**src/rtl/mem_port_arbiter_if.sv**
```systemverilog
// Bundle of the fetch, load/store and memory-side signals around mem_port_arbiter.
// master: the arbiter's view; slave: the requesters' and memory's view.
interface mem_port_arbiter_if #(
  parameter int unsigned XLEN = 32
);
  logic            if_req_v_i;
  logic [XLEN-1:0] if_adr_i;
  logic            if_gnt_o;
  logic            if_rsp_v_o;
  logic [XLEN-1:0] if_rdata_o;
  logic            flush_i;

  logic            ls_req_v_i;
  logic [XLEN-1:0] ls_adr_i;
  logic            ls_is_store_i;
  logic [XLEN-1:0] ls_wdata_i;
  logic [2:0]      ls_size_i;
  logic            ls_gnt_o;
  logic            ls_rsp_v_o;
  logic [XLEN-1:0] ls_rdata_o;

  logic            mem_req_v_o;
  logic [XLEN-1:0] mem_adr_o;
  logic            mem_we_o;
  logic [XLEN-1:0] mem_wdata_o;
  logic [2:0]      mem_size_o;
  logic            mem_gnt_i;
  logic            mem_rsp_v_i;
  logic [XLEN-1:0] mem_rdata_i;

  modport master (
    input  if_req_v_i, if_adr_i, flush_i,
    input  ls_req_v_i, ls_adr_i, ls_is_store_i, ls_wdata_i, ls_size_i,
    input  mem_gnt_i, mem_rsp_v_i, mem_rdata_i,
    output if_gnt_o, if_rsp_v_o, if_rdata_o,
    output ls_gnt_o, ls_rsp_v_o, ls_rdata_o,
    output mem_req_v_o, mem_adr_o, mem_we_o, mem_wdata_o, mem_size_o
  );

  modport slave (
    output if_req_v_i, if_adr_i, flush_i,
    output ls_req_v_i, ls_adr_i, ls_is_store_i, ls_wdata_i, ls_size_i,
    output mem_gnt_i, mem_rsp_v_i, mem_rdata_i,
    input  if_gnt_o, if_rsp_v_o, if_rdata_o,
    input  ls_gnt_o, ls_rsp_v_o, ls_rdata_o,
    input  mem_req_v_o, mem_adr_o, mem_we_o, mem_wdata_o, mem_size_o
  );
endinterface

```
**src/rtl/mem_port_arbiter.sv**
```systemverilog
// Shares one memory port between instruction fetch and load/store: LS has priority,
// IF wins after STARVE_MAX consecutive LS grants. One outstanding transaction.
module mem_port_arbiter #(
  parameter int unsigned XLEN       = 32,
  parameter int unsigned STARVE_MAX = 4
) (
  input logic                clk,
  input logic                reset_n,
  mem_port_arbiter_if.master bus
);
  localparam int unsigned CNT_W     = $clog2(STARVE_MAX + 1);
  localparam logic [2:0]  SIZE_WORD = 3'b010;

  typedef enum logic [1:0] {ST_IDLE, ST_HOLD, ST_WAIT} state_e;
  typedef enum logic {OWN_IF, OWN_LS} owner_e;

  typedef struct packed {
    logic [XLEN-1:0] adr;
    logic            we;
    logic [XLEN-1:0] wdata;
    logic [2:0]      size;
  } mem_req_t;

  state_e           state_q, state_d;
  owner_e           owner_q, owner_d;
  logic             rst_done_q;
  logic [CNT_W-1:0] starve_q, starve_d;
  logic             drop_q, drop_d;
  logic             store_q;

  logic     if_req, ls_req, starved;
  logic     req_v, rsp_take, gnt, if_gnt, ls_gnt, if_rsp, ls_rsp;
  mem_req_t req_pl;

  // Requests are ignored until the first clock edge after reset release.
  assign if_req  = bus.if_req_v_i & rst_done_q;
  assign ls_req  = bus.ls_req_v_i & rst_done_q;
  assign starved = (starve_q == CNT_W'(STARVE_MAX));

  // Next state, current owner and issue/response qualifiers.
  always_comb begin
    state_d  = state_q;
    owner_d  = owner_q;
    req_v    = 1'b0;
    rsp_take = 1'b0;
    unique case (state_q)
      ST_IDLE: begin
        if (if_req | ls_req) begin
          req_v   = 1'b1;
          owner_d = (if_req & (starved | ~ls_req)) ? OWN_IF : OWN_LS;
          state_d = bus.mem_gnt_i ? ST_WAIT : ST_HOLD;
        end
      end
      ST_HOLD: begin
        req_v = 1'b1;
        if (bus.mem_gnt_i) state_d = ST_WAIT;
      end
      ST_WAIT: begin
        if (bus.mem_rsp_v_i) begin
          rsp_take = 1'b1;
          state_d  = ST_IDLE;
        end
      end
      default: state_d = ST_IDLE;
    endcase
  end

  // Request payload from the owner; all fields zero when nothing is presented.
  always_comb begin
    req_pl = '0;
    if (req_v) begin
      if (owner_d == OWN_IF) begin
        req_pl.adr  = bus.if_adr_i;
        req_pl.size = SIZE_WORD;
      end else begin
        req_pl.adr   = bus.ls_adr_i;
        req_pl.we    = bus.ls_is_store_i;
        req_pl.wdata = bus.ls_wdata_i;
        req_pl.size  = bus.ls_size_i;
      end
    end
  end

  assign gnt    = bus.mem_gnt_i & req_v;
  assign if_gnt = gnt & (owner_d == OWN_IF);
  assign ls_gnt = gnt & (owner_d == OWN_LS);
  assign if_rsp = rsp_take & (owner_q == OWN_IF) & ~(drop_q | bus.flush_i);
  assign ls_rsp = rsp_take & (owner_q == OWN_LS);

  assign bus.mem_req_v_o = req_v;
  assign bus.mem_adr_o   = req_pl.adr;
  assign bus.mem_we_o    = req_pl.we;
  assign bus.mem_wdata_o = req_pl.wdata;
  assign bus.mem_size_o  = req_pl.size;
  assign bus.if_gnt_o    = if_gnt;
  assign bus.ls_gnt_o    = ls_gnt;
  assign bus.if_rsp_v_o  = if_rsp;
  assign bus.if_rdata_o  = if_rsp ? bus.mem_rdata_i : '0;
  assign bus.ls_rsp_v_o  = ls_rsp;
  assign bus.ls_rdata_o  = (ls_rsp & ~store_q) ? bus.mem_rdata_i : '0;

  // Starvation counter and fetch-drop flag.
  always_comb begin
    starve_d = starve_q;
    if (!bus.if_req_v_i || if_gnt) begin
      starve_d = '0;
    end else if (ls_gnt && !starved) begin
      starve_d = starve_q + CNT_W'(1);
    end

    drop_d = drop_q;
    if (rsp_take && (owner_q == OWN_IF)) begin
      drop_d = 1'b0;
    end else if (bus.flush_i &&
                 (((owner_d == OWN_IF) && (state_q != ST_IDLE)) || if_gnt)) begin
      drop_d = 1'b1;
    end
  end

  always_ff @(posedge clk or negedge reset_n) begin
    if (!reset_n) begin
      state_q    <= ST_IDLE;
      owner_q    <= OWN_IF;
      rst_done_q <= 1'b0;
      starve_q   <= '0;
      drop_q     <= 1'b0;
      store_q    <= 1'b0;
    end else begin
      state_q    <= state_d;
      owner_q    <= owner_d;
      rst_done_q <= 1'b1;
      starve_q   <= starve_d;
      drop_q     <= drop_d;
      if (gnt) store_q <= req_pl.we;
    end
  end
endmodule

```
**src/flat_wrapper.sv**
```systemverilog
// flat-port wrapper written by rule: the top's interface ports become plain ports
module mem_port_arbiter_flat 
#(
  parameter int unsigned XLEN       = 32,
  parameter int unsigned STARVE_MAX = 4
)
  (clk, reset_n, bus_if_req_v_i, bus_if_adr_i, bus_flush_i, bus_ls_req_v_i, bus_ls_adr_i, bus_ls_is_store_i, bus_ls_wdata_i, bus_ls_size_i, bus_mem_gnt_i, bus_mem_rsp_v_i, bus_mem_rdata_i, bus_if_gnt_o, bus_if_rsp_v_o, bus_if_rdata_o, bus_ls_gnt_o, bus_ls_rsp_v_o, bus_ls_rdata_o, bus_mem_req_v_o, bus_mem_adr_o, bus_mem_we_o, bus_mem_wdata_o, bus_mem_size_o);
  mem_port_arbiter_if #(.XLEN(XLEN)) bus_i ();
  input logic clk;
  input logic reset_n;
  input wire logic [$bits(bus_i.if_req_v_i)-1:0] bus_if_req_v_i;
  input wire logic [$bits(bus_i.if_adr_i)-1:0] bus_if_adr_i;
  input wire logic [$bits(bus_i.flush_i)-1:0] bus_flush_i;
  input wire logic [$bits(bus_i.ls_req_v_i)-1:0] bus_ls_req_v_i;
  input wire logic [$bits(bus_i.ls_adr_i)-1:0] bus_ls_adr_i;
  input wire logic [$bits(bus_i.ls_is_store_i)-1:0] bus_ls_is_store_i;
  input wire logic [$bits(bus_i.ls_wdata_i)-1:0] bus_ls_wdata_i;
  input wire logic [$bits(bus_i.ls_size_i)-1:0] bus_ls_size_i;
  input wire logic [$bits(bus_i.mem_gnt_i)-1:0] bus_mem_gnt_i;
  input wire logic [$bits(bus_i.mem_rsp_v_i)-1:0] bus_mem_rsp_v_i;
  input wire logic [$bits(bus_i.mem_rdata_i)-1:0] bus_mem_rdata_i;
  output wire logic [$bits(bus_i.if_gnt_o)-1:0] bus_if_gnt_o;
  output wire logic [$bits(bus_i.if_rsp_v_o)-1:0] bus_if_rsp_v_o;
  output wire logic [$bits(bus_i.if_rdata_o)-1:0] bus_if_rdata_o;
  output wire logic [$bits(bus_i.ls_gnt_o)-1:0] bus_ls_gnt_o;
  output wire logic [$bits(bus_i.ls_rsp_v_o)-1:0] bus_ls_rsp_v_o;
  output wire logic [$bits(bus_i.ls_rdata_o)-1:0] bus_ls_rdata_o;
  output wire logic [$bits(bus_i.mem_req_v_o)-1:0] bus_mem_req_v_o;
  output wire logic [$bits(bus_i.mem_adr_o)-1:0] bus_mem_adr_o;
  output wire logic [$bits(bus_i.mem_we_o)-1:0] bus_mem_we_o;
  output wire logic [$bits(bus_i.mem_wdata_o)-1:0] bus_mem_wdata_o;
  output wire logic [$bits(bus_i.mem_size_o)-1:0] bus_mem_size_o;
  assign bus_i.if_req_v_i = bus_if_req_v_i;
  assign bus_i.if_adr_i = bus_if_adr_i;
  assign bus_i.flush_i = bus_flush_i;
  assign bus_i.ls_req_v_i = bus_ls_req_v_i;
  assign bus_i.ls_adr_i = bus_ls_adr_i;
  assign bus_i.ls_is_store_i = bus_ls_is_store_i;
  assign bus_i.ls_wdata_i = bus_ls_wdata_i;
  assign bus_i.ls_size_i = bus_ls_size_i;
  assign bus_i.mem_gnt_i = bus_mem_gnt_i;
  assign bus_i.mem_rsp_v_i = bus_mem_rsp_v_i;
  assign bus_i.mem_rdata_i = bus_mem_rdata_i;
  assign bus_if_gnt_o = bus_i.if_gnt_o;
  assign bus_if_rsp_v_o = bus_i.if_rsp_v_o;
  assign bus_if_rdata_o = bus_i.if_rdata_o;
  assign bus_ls_gnt_o = bus_i.ls_gnt_o;
  assign bus_ls_rsp_v_o = bus_i.ls_rsp_v_o;
  assign bus_ls_rdata_o = bus_i.ls_rdata_o;
  assign bus_mem_req_v_o = bus_i.mem_req_v_o;
  assign bus_mem_adr_o = bus_i.mem_adr_o;
  assign bus_mem_we_o = bus_i.mem_we_o;
  assign bus_mem_wdata_o = bus_i.mem_wdata_o;
  assign bus_mem_size_o = bus_i.mem_size_o;
  mem_port_arbiter #(.XLEN(XLEN), .STARVE_MAX(STARVE_MAX)) u_core (.clk(clk), .reset_n(reset_n), .bus(bus_i));
endmodule
```
**config.mk**
```make
export PLATFORM = sky130hd
export DESIGN_NAME = mem_port_arbiter_flat
export DESIGN_NICKNAME = d
export VERILOG_FILES = /design/src/rtl/mem_port_arbiter_if.sv /design/src/rtl/mem_port_arbiter.sv /design/src/flat_wrapper.sv
export SDC_FILE = /design/constraint.sdc
export NUM_CORES = 1
export LEC_CHECK = 0
export CAP_MARGIN = 20
export CORE_AREA = 2 2 106 108
export DETAILED_ROUTE_END_ITERATION = 10
export DIE_AREA = 0 0 108 110
export PLACE_DENSITY_LB_ADDON = 0.12
export SYNTH_ARGS = -nofsm -noshare
export SYNTH_HDL_FRONTEND = slang
export SYNTH_SLANG_ARGS = --single-unit
```
**constraint.sdc**
```tcl
create_clock -name clk -period 4.02 [get_ports clk]
set_input_delay 0.804 -clock clk [delete_from_list [all_inputs] [get_ports clk]]
set_output_delay 0.804 -clock clk [all_outputs]
set_load 0.005 [all_outputs]
```
=== After elaboration in Yosys (flattened, before gate mapping) ===
Index checks and enable logic that the tools add are counted.

* Register bits after elaboration: 9
* Output and inout bits: 137
* Logic and storage cells: 66

* Add/subtract/negate cells: 1
* Eq/ne operators: 6
* Mux-type cells: 22
* Bitwise gates (word level): 18
* Reductions and logical operators: 13

{| class="wikitable"
|+ Operator list
! cell !! count
|-
| 32-bit 2-to-1 mux || 3
|-
| 68-bit 2-to-1 mux || 1
|-
| 33-bit 2-to-1 mux || 1
|-
| 1-bit AND || 10
|-
| 3-bit 2-to-1 mux || 3
|-
| 1-bit 2-to-1 mux || 8
|-
| 2-bit 2-to-1 mux || 4
|-
| 2-bit one-hot mux with 3 select lines || 1
|-
| 2-bit nonzero test || 3
|-
| 1-bit inverter || 5
|-
| 1-bit logical AND || 4
|-
| 2-bit != test (second input constant) || 2
|-
| 3-bit by 1-bit adder with 3-bit output (second input constant) || 1
|-
| 3-bit equality test (second input constant) || 1
|-
| 1-bit bitwise OR || 3
|-
| 3-bit AND reduction || 1
|-
| 2-bit by 1-bit equality test with 1-bit output (second input constant) || 1
|-
| 2-bit equality test (second input constant) || 1
|-
| 1-bit zero test || 2
|-
| 2-bit zero test || 1
|-
| 1-bit logical OR || 2
|-
| 2-bit by 1-bit != test with 1-bit output (second input constant) || 1
|-
| 1-bit one-hot mux with 2 select lines || 1
|}

=== Longest topological paths before layout ===
* Depth after elaboration: 13
* Gate-level depth with buffers: 9
* Gate-level depth less buffers: 7

=== Worst setup path before layout ===
Ideal clock, no wire load.

* Kind: input-to-output
* From: input port bus_if_req_v_i
* To: output port bus_mem_wdata_o[10]
* Arrival: 1.741 ns
* Data required time: 3.216 ns
* Slack: 1.475 ns
* Cell stages on the path: 7
* Cell sequence: o21ai_1 > a21o_1 > buf_2 > inv_2 > buf_4 > buf_2 > and3_1

* Word-level cells in the longest chain between the ends: 7
* Elaborated cells between the ends (all ways): 10
* Those cells by class: 7 x mux; 3 x bitwise

{| class="wikitable"
|+ Ends and longest elaborated chain
! what !! line !! source
|-
| from (decl) || flat_wrapper.sv:11 || <nowiki>input wire logic [$bits(bus_i.if_req_v_i)-1:0] bus_if_req_v_i;</nowiki>
|-
| 1-bit AND * || mem_port_arbiter.sv:36 || <nowiki>assign if_req = bus.if_req_v_i & rst_done_q;</nowiki>
|-
| 1-bit AND || mem_port_arbiter.sv:50 || <nowiki>owner_d = (if_req & (starved | ~ls_req)) ? OWN_IF : OWN_LS;</nowiki>
|-
| 1-bit 2-to-1 mux || mem_port_arbiter.sv:50 ||
|-
| 1-bit 2-to-1 mux || mem_port_arbiter.sv:48 || <nowiki>if (if_req | ls_req) begin</nowiki>
|-
| 1-bit 2-to-1 mux || mem_port_arbiter.sv:46 || <nowiki>unique case (state_q)</nowiki>
|-
| 33-bit 2-to-1 mux || mem_port_arbiter.sv:72 || <nowiki>if (owner_d == OWN_IF) begin</nowiki>
|-
| 68-bit 2-to-1 mux * || mem_port_arbiter.sv:71 || <nowiki>if (req_v) begin</nowiki>
|-
| to (decl) || flat_wrapper.sv:31 || <nowiki>output wire logic [$bits(bus_i.mem_wdata_o)-1:0] bus_mem_wdata_o;</nowiki>
|}

Mark *: on every way between the ends. The rest lies on a longest branch, timed or not.

=== Worst setup path after layout ===
* From: input port bus_if_req_v_i
* To: output port bus_mem_wdata_o[28]

The elaborated chain is that of the path after synthesis.

==> flow_metrics.env <==
export IMPL_period_share_pct=92.52
export IMPL_path_class="in2out"
export IMPL_core_um2=10700
export IMPL_initialDrtViolationCount=143
export IMPL_wl_um=9482
export IMPL_power_density_nw_per_um2=205.2
export IMPL_path_clk_slew_ns=0.05
export IMPL_synth_edf_count=0
export IMPL_die_w_um=108
export IMPL_syn_avg_cell_area_um2=6.109
export IMPL_worstSetupStartpointType="input pin"
export IMPL_hpwl_um=7711
export IMPL_synthMuxAreaShare_pct=0
export IMPL_wl_per_cell_um=14.09
export IMPL_power_mw=0.9434
export IMPL_synth_area_um2=1668
export IMPL_htree_levels=1
export IMPL_grt_pass1_wl_um=14180
export IMPL_n_antenna_cell=0
export IMPL_synth_xor_area_share_pct=0
export IMPL_clock_latency_ns=0.23
export IMPL_fin_worst_skew_ns=0.005469
export IMPL_status="complete, no violations"
export IMPL_finalSetupViolCount=0
export IMPL_cts_tree="yes"
export IMPL_ys_async_sr_fraction_pct=100.0
export IMPL_gp_routability_congestion=0.7945
export IMPL_hold_viol=0
export IMPL_antenna_found_initial=0
export IMPL_rows=38
export IMPL_grt_pass1_vias=2784
export IMPL_irDropWorstVdd_mv=0.1101
export IMPL_io_pin_count=276
export IMPL_synth_compound_area_share_pct=17.25
export IMPL_cp_startpoint="bus_if_req_v_i"
export IMPL_synth_top_area_cell="and2_1"
export IMPL_drt_first_pass_iters=5
export IMPL_holdBufCountCts=0
export IMPL_holdWs_ns=0.5557
export IMPL_p_leak_nw=1.882
export IMPL_max_freq_mhz=268.9
export IMPL_grt_ovfl_total=0
export IMPL_portBuffers=275
export IMPL_via_count=2835
export IMPL_maxCapViolations=0
export IMPL_synth_most_common_cell="nand2_1"
export IMPL_ys_warnings_count=0
export IMPL_cts_buffers=3
export IMPL_final_nets=675
export IMPL_slew_violations=0
export IMPL_rsz0062_at_grt="false"
export IMPL_cp_max_fo=38
export IMPL_yosys_area_share_simple_pct=58.29
export IMPL_via_per_inst=4.212
export IMPL_synth_cells=273
export IMPL_post_cts_buffers=0
export IMPL_die_area_um2=11880
export IMPL_clock_sinks=9
export IMPL_r2r_start="u_core.state_q[1]"
export IMPL_synth_top_family_by_area="simple AND/OR/NAND/NOR gates"
export IMPL_die_h_um=110
export IMPL_grt_max_degree=53
export IMPL_synthDistinctLibCells=34
export IMPL_critPathCaptureType="output port"
export IMPL_initial_core_util_pct=15.59
export IMPL_track_usage_pct=14.80
export IMPL_fin_crit_ns=3.719
export IMPL_layout_drive_gt1_share_pct=2.814
export IMPL_synth_ff_latch_count=9
export IMPL_synth_ff_type="dfrtp_1"
export IMPL_cts_resized=0
export IMPL_cts_root_buf="clkbuf_8"
export IMPL_synth_seq_area_share_pct=13.50
export IMPL_cts_buffer_depth=2
export IMPL_synth_commonest_cells="67 x nand2_1, 64 x and2_1, 35 x and3_1, 33 x a21oi_1"
export IMPL_hp_start="u_core.store_q"
export IMPL_synthAdderAreaFrac_pct=1.500
export IMPL_drc_errors=0
export IMPL_syn_nets=414
export IMPL_ant_nets=0
export IMPL_synth_area_leaders="and2_1 24%, nand2_1 15%, dfrtp_1 14%, and3_1 13%, a21oi_1 9.9%"
export IMPL_cp_required_ns=3.22
export IMPL_syn2layout_area_growth_pct=175.6
export IMPL_tns_ns=0
export IMPL_worstPathArrival_ns=2.92
export IMPL_synth_top_area_share_pct=24.01
export IMPL_min_path_type="reg2reg"
[layout make-up]
type	instances	area, um2
Clock buffer	4	45.04
Fill cell	1112	6101
Inverter	7	26.28
Multi-Input combinational cell	232	1303
Sequential cell	9	225.2
Tap cell	140	175.2
Timing Repair Buffer	281	2823
[final timing paths]
path | cells past startpoint | slack [ns] | end
min in group asynchronous | 1 | 0.88 | u_core.starve_q[1]
max | 6 | 0.30 | bus_mem_wdata_o[28]
min | 1 | 0.56 | u_core.store_q
max reg2reg | 6 | 2.23 | u_core.drop_q
min reg2reg | 1 | 0.56 | u_core.store_q
max in group asynchronous | 1 | 2.83 | u_core.state_q[1]
[placed cells by master (no fill, tap or decap), types with 2 or more instances in the layout]
cell / Yosys / final
a21oi_1: 33 / 33
clkbuf_8: 0 / 3
inv_2: 2 / 2
ha_1: 2 / 2
nor2_1: 8 / 8
clkdlybuf4s50_1: 0 / 275
buf_12: 0 / 2
dfrtp_1: 9 / 9
inv_1: 5 / 5
and3_1: 35 / 35
nand2_1: 67 / 67
nand3_1: 2 / 2
and2_1: 64 / 64
a32o_1: 2 / 2
buf_4: 1 / 4
[cells by family (layout without fill, tap and decap cells)]
| family | Yosys count | after routing |
|---|---|---|
| fa+ha+maj | 2 | 2 |
| buf+inv | 32 | 292 |
| flops | 9 | 9 |
| compound gates | 46 | 46 |
| simple gates | 183 | 183 |
| other cells | 1 | 1 |
[state kept, by name, summed over array words and instances, names as in the netlist]
signal,count
u_core.owner_q,1
u_core.store_q,1
u_core.state_q,2
u_core.starve_q,3
u_core.rst_done_q,1
u_core.drop_q,1
[per-stage QoR]
step | std cells | utilization [%] | worst slack, ns | instance area (um2)
after detailed placement | 669 | 42.55 | 0.3088 | 4552
after CTS | 673 | 42.97 | 0.3003 | 4597
after global placement | 669 | 42.55 | 0.3302 | 4552
after global routing | 673 | 42.97 | 0.1055 | 4597
final | 673 | 42.97 | 0.3006 | 4597
after floorplan | 273 | - | 1.475 | 1668
[where the power goes]
group | switching (mW) | internal (mW) | total (mW)
Sequential | 0.0226 | 0.106 | 0.129
Combinational | 0.288 | 0.423 | 0.711
Clock | 0.0352 | 0.0691 | 0.104
Total | 0.346 | 0.598 | 0.943
[per-layer routing]
| metal | GRT usage (%) | up-vias | share of wire, % | wire (um) |
|---|---|---|---|---|
| li1 | - | 1423 | - | - |
| met1 | 15.96 | 1246 | 37 | 3500 |
| met2 | 28.39 | 155 | 51 | 4874 |
| met3 | 3.998 | 11 | 10 | 964 |
| met4 | 3.938 | 0 | 1.5 | 142 |
| met5 | 0 | - | 0 | 0 |
[critical path: stages]
cell and delay, ns:
clkdlybuf4s50_1 0.60, o21ai_1 0.16, a21o_1 0.22, inv_2 0.36, and3_1 0.23, clkdlybuf4s50_1 0.52
Note: power is estimated with default switching activity, not from simulation.
==> RTL edit 1: new RTL, same flow settings <==
`STARVE_MAX` is set to 4 in 2 places; all go to 2.
--- a/src/rtl/mem_port_arbiter.sv
+++ b/src/rtl/mem_port_arbiter.sv
@@ -2,7 +2,7 @@
 // IF wins after STARVE_MAX consecutive LS grants. One outstanding transaction.
 module mem_port_arbiter #(
   parameter int unsigned XLEN       = 32,
-  parameter int unsigned STARVE_MAX = 4
+  parameter int unsigned STARVE_MAX = 2
 ) (
   input logic                clk,
   input logic                reset_n,
--- a/src/flat_wrapper.sv
+++ b/src/flat_wrapper.sv
@@ -2,7 +2,7 @@
 module mem_port_arbiter_flat 
 #(
   parameter int unsigned XLEN       = 32,
-  parameter int unsigned STARVE_MAX = 4
+  parameter int unsigned STARVE_MAX = 2
 )
   (clk, reset_n, bus_if_req_v_i, bus_if_adr_i, bus_flush_i, bus_ls_req_v_i, bus_ls_adr_i, bus_ls_is_store_i, bus_ls_wdata_i, bus_ls_size_i, bus_mem_gnt_i, bus_mem_rsp_v_i, bus_mem_rdata_i, bus_if_gnt_o, bus_if_rsp_v_o, bus_if_rdata_o, bus_ls_gnt_o, bus_ls_rsp_v_o, bus_ls_rdata_o, bus_mem_req_v_o, bus_mem_adr_o, bus_mem_we_o, bus_mem_wdata_o, bus_mem_size_o);
   mem_port_arbiter_if #(.XLEN(XLEN)) bus_i ();
Check against the original RTL: not equivalent (Yosys sat finds a counterexample within 10 cycles, from zero or initial values and one cycle with reset_n low).
==> RTL edit 1 against the original RTL <==
  * Final cell count shrank 1.0%
  * Highest routed layer unchanged
  * Area after synthesis is 5.0% lower
  * Largest power group unchanged
  * Hold slack worse by 84 ps
  * Sequential cell count is 1 lower
  * Global-route usage decreased by 0.80 points
  * Combinational power up 4.1%
  * Final area shrank 0.65%
  * Core utilization shrank 0.28 points
  * Worst setup slack improved by 89 ps
  * Wire length decreased by 0.17%
  * Clock power shrank 7%
  * Synthesized cell count shrank 2.9%
  * Sequential share of layout area down 0.52 points
  * Total power up 1.3%
==> RTL edit 1: results (changes against the original RTL) <==
status: completed (unchanged)
initial drt markers: 116 (was 143)
Via density: 4.10 (was 4.21)
metal2 WL: 4920 µm (was 4870 µm)
placed cell areas: 0.00453 mm² (was 0.00455 mm²)
met3 global-route usage: 0.0394 (was 0.0400)
first-pass GRT wire length: 13300 µm (was 14200 µm)
Tot GR Track Use: 0.140 (was 0.148)
flop-to-flop setup slack: 2250 ps (was 2230 ps)
met2 usage: 0.278 (was 0.284)
Setup crit end: bus_if_gnt_o (was bus_mem_wdata_o[28])
Diodes inserted: 0 (unchanged)
WL final: 9470 µm (was 9480 µm)
crit-path max FO: 33 (was 38)
share of cells above drive strength 1: 0.0323 (was 0.0281)
Synth top cells by count: nand2_1 (67), and2_1 (64), and3_1 (35) (unchanged)
Synth cell types: 32 (was 34)
routed length on met1: 3360 µm (was 3500 µm)
Fillers: 1072 (was 1112)
post-synthesis sequential area ratio: 0.126 (was 0.135)
gpl congestion: 0.732 (was 0.795)
worst ir drop on vdd: 0.0914 mV (was 0.110 mV)
largest net degree at the start of global routing: 38 (was 53)
dpl cells: 663 (was 669)
Critical Path Start: bus_if_req_v_i (unchanged)
Clock Skews: 0.298 ps (was 5.47 ps)
clk_lat worst skew: 230 ps (about the same)
Leak: 1.87 nW (was 1.88 nW)
Vias: 2733 (was 2835)
Switch Pwr: 0.000350 W (was 0.000346 W)
top flop regs: u_core.starve_q (2), u_core.state_q (2) (was u_core.starve_q (3), u_core.state_q (2))
DR pass1 iterations: 4 (was 5)
CP arrival: 2830 ps (was 2920 ps)
ranking of synthesized cells by area: and2_1 (25%), nand2_1 (16%), and3_1 (14%), dfrtp_1 (13%), a21oi_1 (10%) (was and2_1 (24%), nand2_1 (15%), dfrtp_1 (14%), and3_1 (13%), a21oi_1 (9.9%))
Post-synth ARST share: 1.00 (unchanged)
# port buffers: 275 (unchanged)
area of the multi-input gates: 0.00127 mm² (was 0.00130 mm²)
syn_nets: 405 (was 414)
routing usage on met1: 0.147 (was 0.160)
post-DP HPWL: 7890 µm (was 7710 µm)
Final #Nets: 668 (was 675)
[RTL edit 1: worst max-delay path: stages]
cell,delay [ps]
clkdlybuf4s50_1,540
nand4bb_1,130
a32oi_2,270
inv_2,170
buf_12,200
nor3_2,150
clkdlybuf4s50_1,550
[RTL edit 1: final cells by class]
cell class                      instances  area share
Timing Repair Buffer                  282       0.625
Inverter                                6     0.00493
Tap cell                              140      0.0384
Clock buffer                            3     0.00904
Sequential cell                         8      0.0438
Multi-Input combinational cell        227       0.279
[RTL edit 1: logic make-up (layout without fill, tap and decap cells)]
kind of cell / Yosys count / in the layout / share of synthesized area
AOI/OAI and AO/OA: 41 / 41 / 0.151
adders and majority gates: 1 / 1 / 0.00789
buffers and inverters: 30 / 291 / 0.0868
DFF: 8 / 8 / 0.126
muxes: 1 / 1 / 0.00631
other: 1 / 1 / 0.00237
and+or+nand+nor: 183 / 183 / 0.620
[RTL edit 1: power by group through the flow]
stage / registers [W] / logic (W) / clock network [W]
3_3_place_gp: 0.000120 / 0.000749 / 0
4_1_cts: 0.000119 / 0.000754 / 0.0000997
2_1_floorplan: 0.000111 / 0.000291 / 0
6_report: 0.000119 / 0.000740 / 0.0000965
3_5_place_dp: 0.000120 / 0.000749 / 0
5_1_grt: 0.000122 / 0.000811 / 0.000103
[RTL edit 1: how the worst min path moves through the flow]
stage	depth (start not counted)	from	to
3_3_place_gp	1	u_core.starve_q[0]	u_core.starve_q[0]
4_1_cts	1	u_core.starve_q[0]	u_core.starve_q[0]
2_1_floorplan	1	u_core.starve_q[0]	u_core.starve_q[0]
6_report	1	u_core.starve_q[0]	u_core.starve_q[0]
3_5_place_dp	1	u_core.starve_q[0]	u_core.starve_q[0]
5_1_grt	1	u_core.starve_q[0]	u_core.starve_q[0]
==> RTL edit 2: new RTL, same settings <==
Without the edit above. The 3 states of `state_e` get a one-hot encoding in 3 bits.
--- a/src/rtl/mem_port_arbiter.sv
+++ b/src/rtl/mem_port_arbiter.sv
@@ -11,7 +11,7 @@
   localparam int unsigned CNT_W     = $clog2(STARVE_MAX + 1);
   localparam logic [2:0]  SIZE_WORD = 3'b010;
 
-  typedef enum logic [1:0] {ST_IDLE, ST_HOLD, ST_WAIT} state_e;
+  typedef enum logic [2:0] {ST_IDLE = 3'b001, ST_HOLD = 3'b010, ST_WAIT = 3'b100} state_e;
   typedef enum logic {OWN_IF, OWN_LS} owner_e;
 
   typedef struct packed {
Check against the original RTL: no difference found for any inputs over 10 cycles, from zero or initial values and one cycle with reset_n low; not proved beyond that.
==> RTL edit 2 against the original RTL <==
  * Wire length is 5.4% higher
  * Hold slack worse by 40 ps
  * Core utilization is 3.7 points higher
  * Worst setup slack worse by 100 ps
  * Sequential cell count is 1 higher
  * Total power is 3.3% higher
  * Register-to-register slack worse by 110 ps
  * Clock skew hardly changed
  * Final area is 8.7% higher
  * Area after synthesis is 23% higher
  * Critical path type unchanged
  * Critical endpoint is now bus_mem_adr_o[19]
==> RTL edit 2: results (changes against the original RTL) <==
Via density: 4.35 (was 4.21)
top flop regs: u_core.starve_q (3), u_core.state_q (3) (was u_core.starve_q (3), u_core.state_q (2))
Num CTS Buffers: 3 (unchanged)
initial antenna violation count: 0 (unchanged)
Routed WL per cell: 14.3 µm (was 14.1 µm)
setup TNS: 0 ps (unchanged)
initial drt markers: 152 (was 143)
post-synthesis sequential area ratio: 0.123 (was 0.135)
crit-path max FO: 20 (was 38)
Post CTS Setup Buffer Count: 0 (unchanged)
Synth top cells by count: and2_1 (99), nand3_1 (32), o21ai_1 (31) (was nand2_1 (67), and2_1 (64), and3_1 (35))
Tot GR Track Use: 0.150 (was 0.148)
Vias: 3042 (was 2835)
CP arrival: 3020 ps (was 2920 ps)
worst ir drop on vdd: 0.120 mV (was 0.110 mV)
syn_nets: 437 (was 414)
comb pwr: 0.000696 W (was 0.000711 W)
Yosys Warn Count: 0 (unchanged)
adder-cell share of the synthesized area: 0.0122 (was 0.0150)
vias in the first global route: 2888 (was 2784)
clock power share: 0.134 (was 0.110)
Synth Area in Compound Gates: 0.288 (was 0.173)
Post-synth ARST share: 1.00 (unchanged)
clk_lat worst skew: 240 ps
dpl cells: 695 (was 669)
status: completed (unchanged)
post-DP HPWL: 8200 µm (was 7710 µm)
Synth cell types: 41 (was 34)
H-tree levels: 1 (unchanged)
Leak: 1.85 nW (was 1.88 nW)
Max clock buf depth: 2 (unchanged)
Switch Pwr: 0.000372 W (was 0.000346 W)
top_reg_cell synth: dfrtp_1 (unchanged)
mux contribution to synthesized area: 0 (unchanged)
first-pass GRT wire length: 14500 µm (was 14200 µm)
clock slew at reported path FFs: 50 ps (about the same)
clk root buf: clkbuf_8 (unchanged)
HP Class: reg -> reg (unchanged)
largest net degree at the start of global routing: 36 (was 53)
DR pass1 iterations: 4 (was 5)
# port buffers: 275 (unchanged)
Diodes inserted: 0 (unchanged)
ranking of synthesized cells by area: and2_1 (30%), a21oi_2 (12%), dfrtp_1 (11%), nand3_1 (7.8%), o21ai_1 (7.6%) (was and2_1 (24%), nand2_1 (15%), dfrtp_1 (14%), and3_1 (13%), a21oi_1 (9.9%))
xor/xnor share of the synthesized area: 0 (unchanged)
Mapped Cells: 296 (was 273)
gpl congestion: 0.802 (was 0.795)
Clock Skews: 5.38 ps (was 5.47 ps)
placed cell areas: 0.00494 mm² (was 0.00455 mm²)
post-cts repair resize count: 0 (unchanged)
share of cells above drive strength 1: 0.104 (was 0.0281)
[RTL edit 2: cell count changes after synthesis, sizes merged, moves of 8 or more]
cell / change
a21oi: +8
and2: +35
and3: -35
buf: +8
nand2: -59
nand3: +30
o21ai: +32
[RTL edit 2: per-stage QoR]
stage          setup WS (ps)  utilization  power [W]
3_5_place_dp             215        0.462   0.000851
2_1_floorplan           1300            -   0.000457
6_report                 197        0.467   0.000974
3_3_place_gp             246        0.462   0.000844
5_1_grt                 83.6        0.467    0.00105
4_1_cts                  200        0.467   0.000986
[RTL edit 2: layer usage]
metal | part of all wire | global-route usage
met1 | 0.38 | 0.173
met2 | 0.52 | 0.282
met3 | 0.091 | 0.0406
met4 | 0.0094 | 0.0211
met5 | 0 | 0
[RTL edit 2: area by class of cell]
cell class	instances	area (µm²)
clock buffers	4	55.1
well taps	140	175
repair buffers	286	2870
inverters	9	33.8
fillers	1058	5700
multi-input cells	250	1610
flip-flops and latches	10	251
[RTL edit 2: path summary, 6_finish.rpt]
| path | startpoint | end | slack [ps] | cells past startpoint |
|---|---|---|---|---|
| setup / recovery | bus_if_req_v_i | bus_mem_adr_o[19] | 200 | 7 |
| hold / removal | u_core.store_q | u_core.store_q | 520 | 2 |
| setup reg to reg | u_core.state_q[0] | u_core.starve_q[2] | 2120 | 5 |
| hold reg to reg | u_core.store_q | u_core.store_q | 520 | 2 |
| max in group asynchronous | reset_n | u_core.state_q[0] | 2790 | 1 |
| min in group asynchronous | reset_n | u_core.rst_done_q | 880 | 1 |
[RTL edit 2: worst max-delay path, stage by stage]
cell and delay [ps]:
clkdlybuf4s50_1 600, o21a_1 290, a21oi_1 90, or2_2 300, buf_4 240, a21oi_1 150, clkdlybuf4s50_1 520
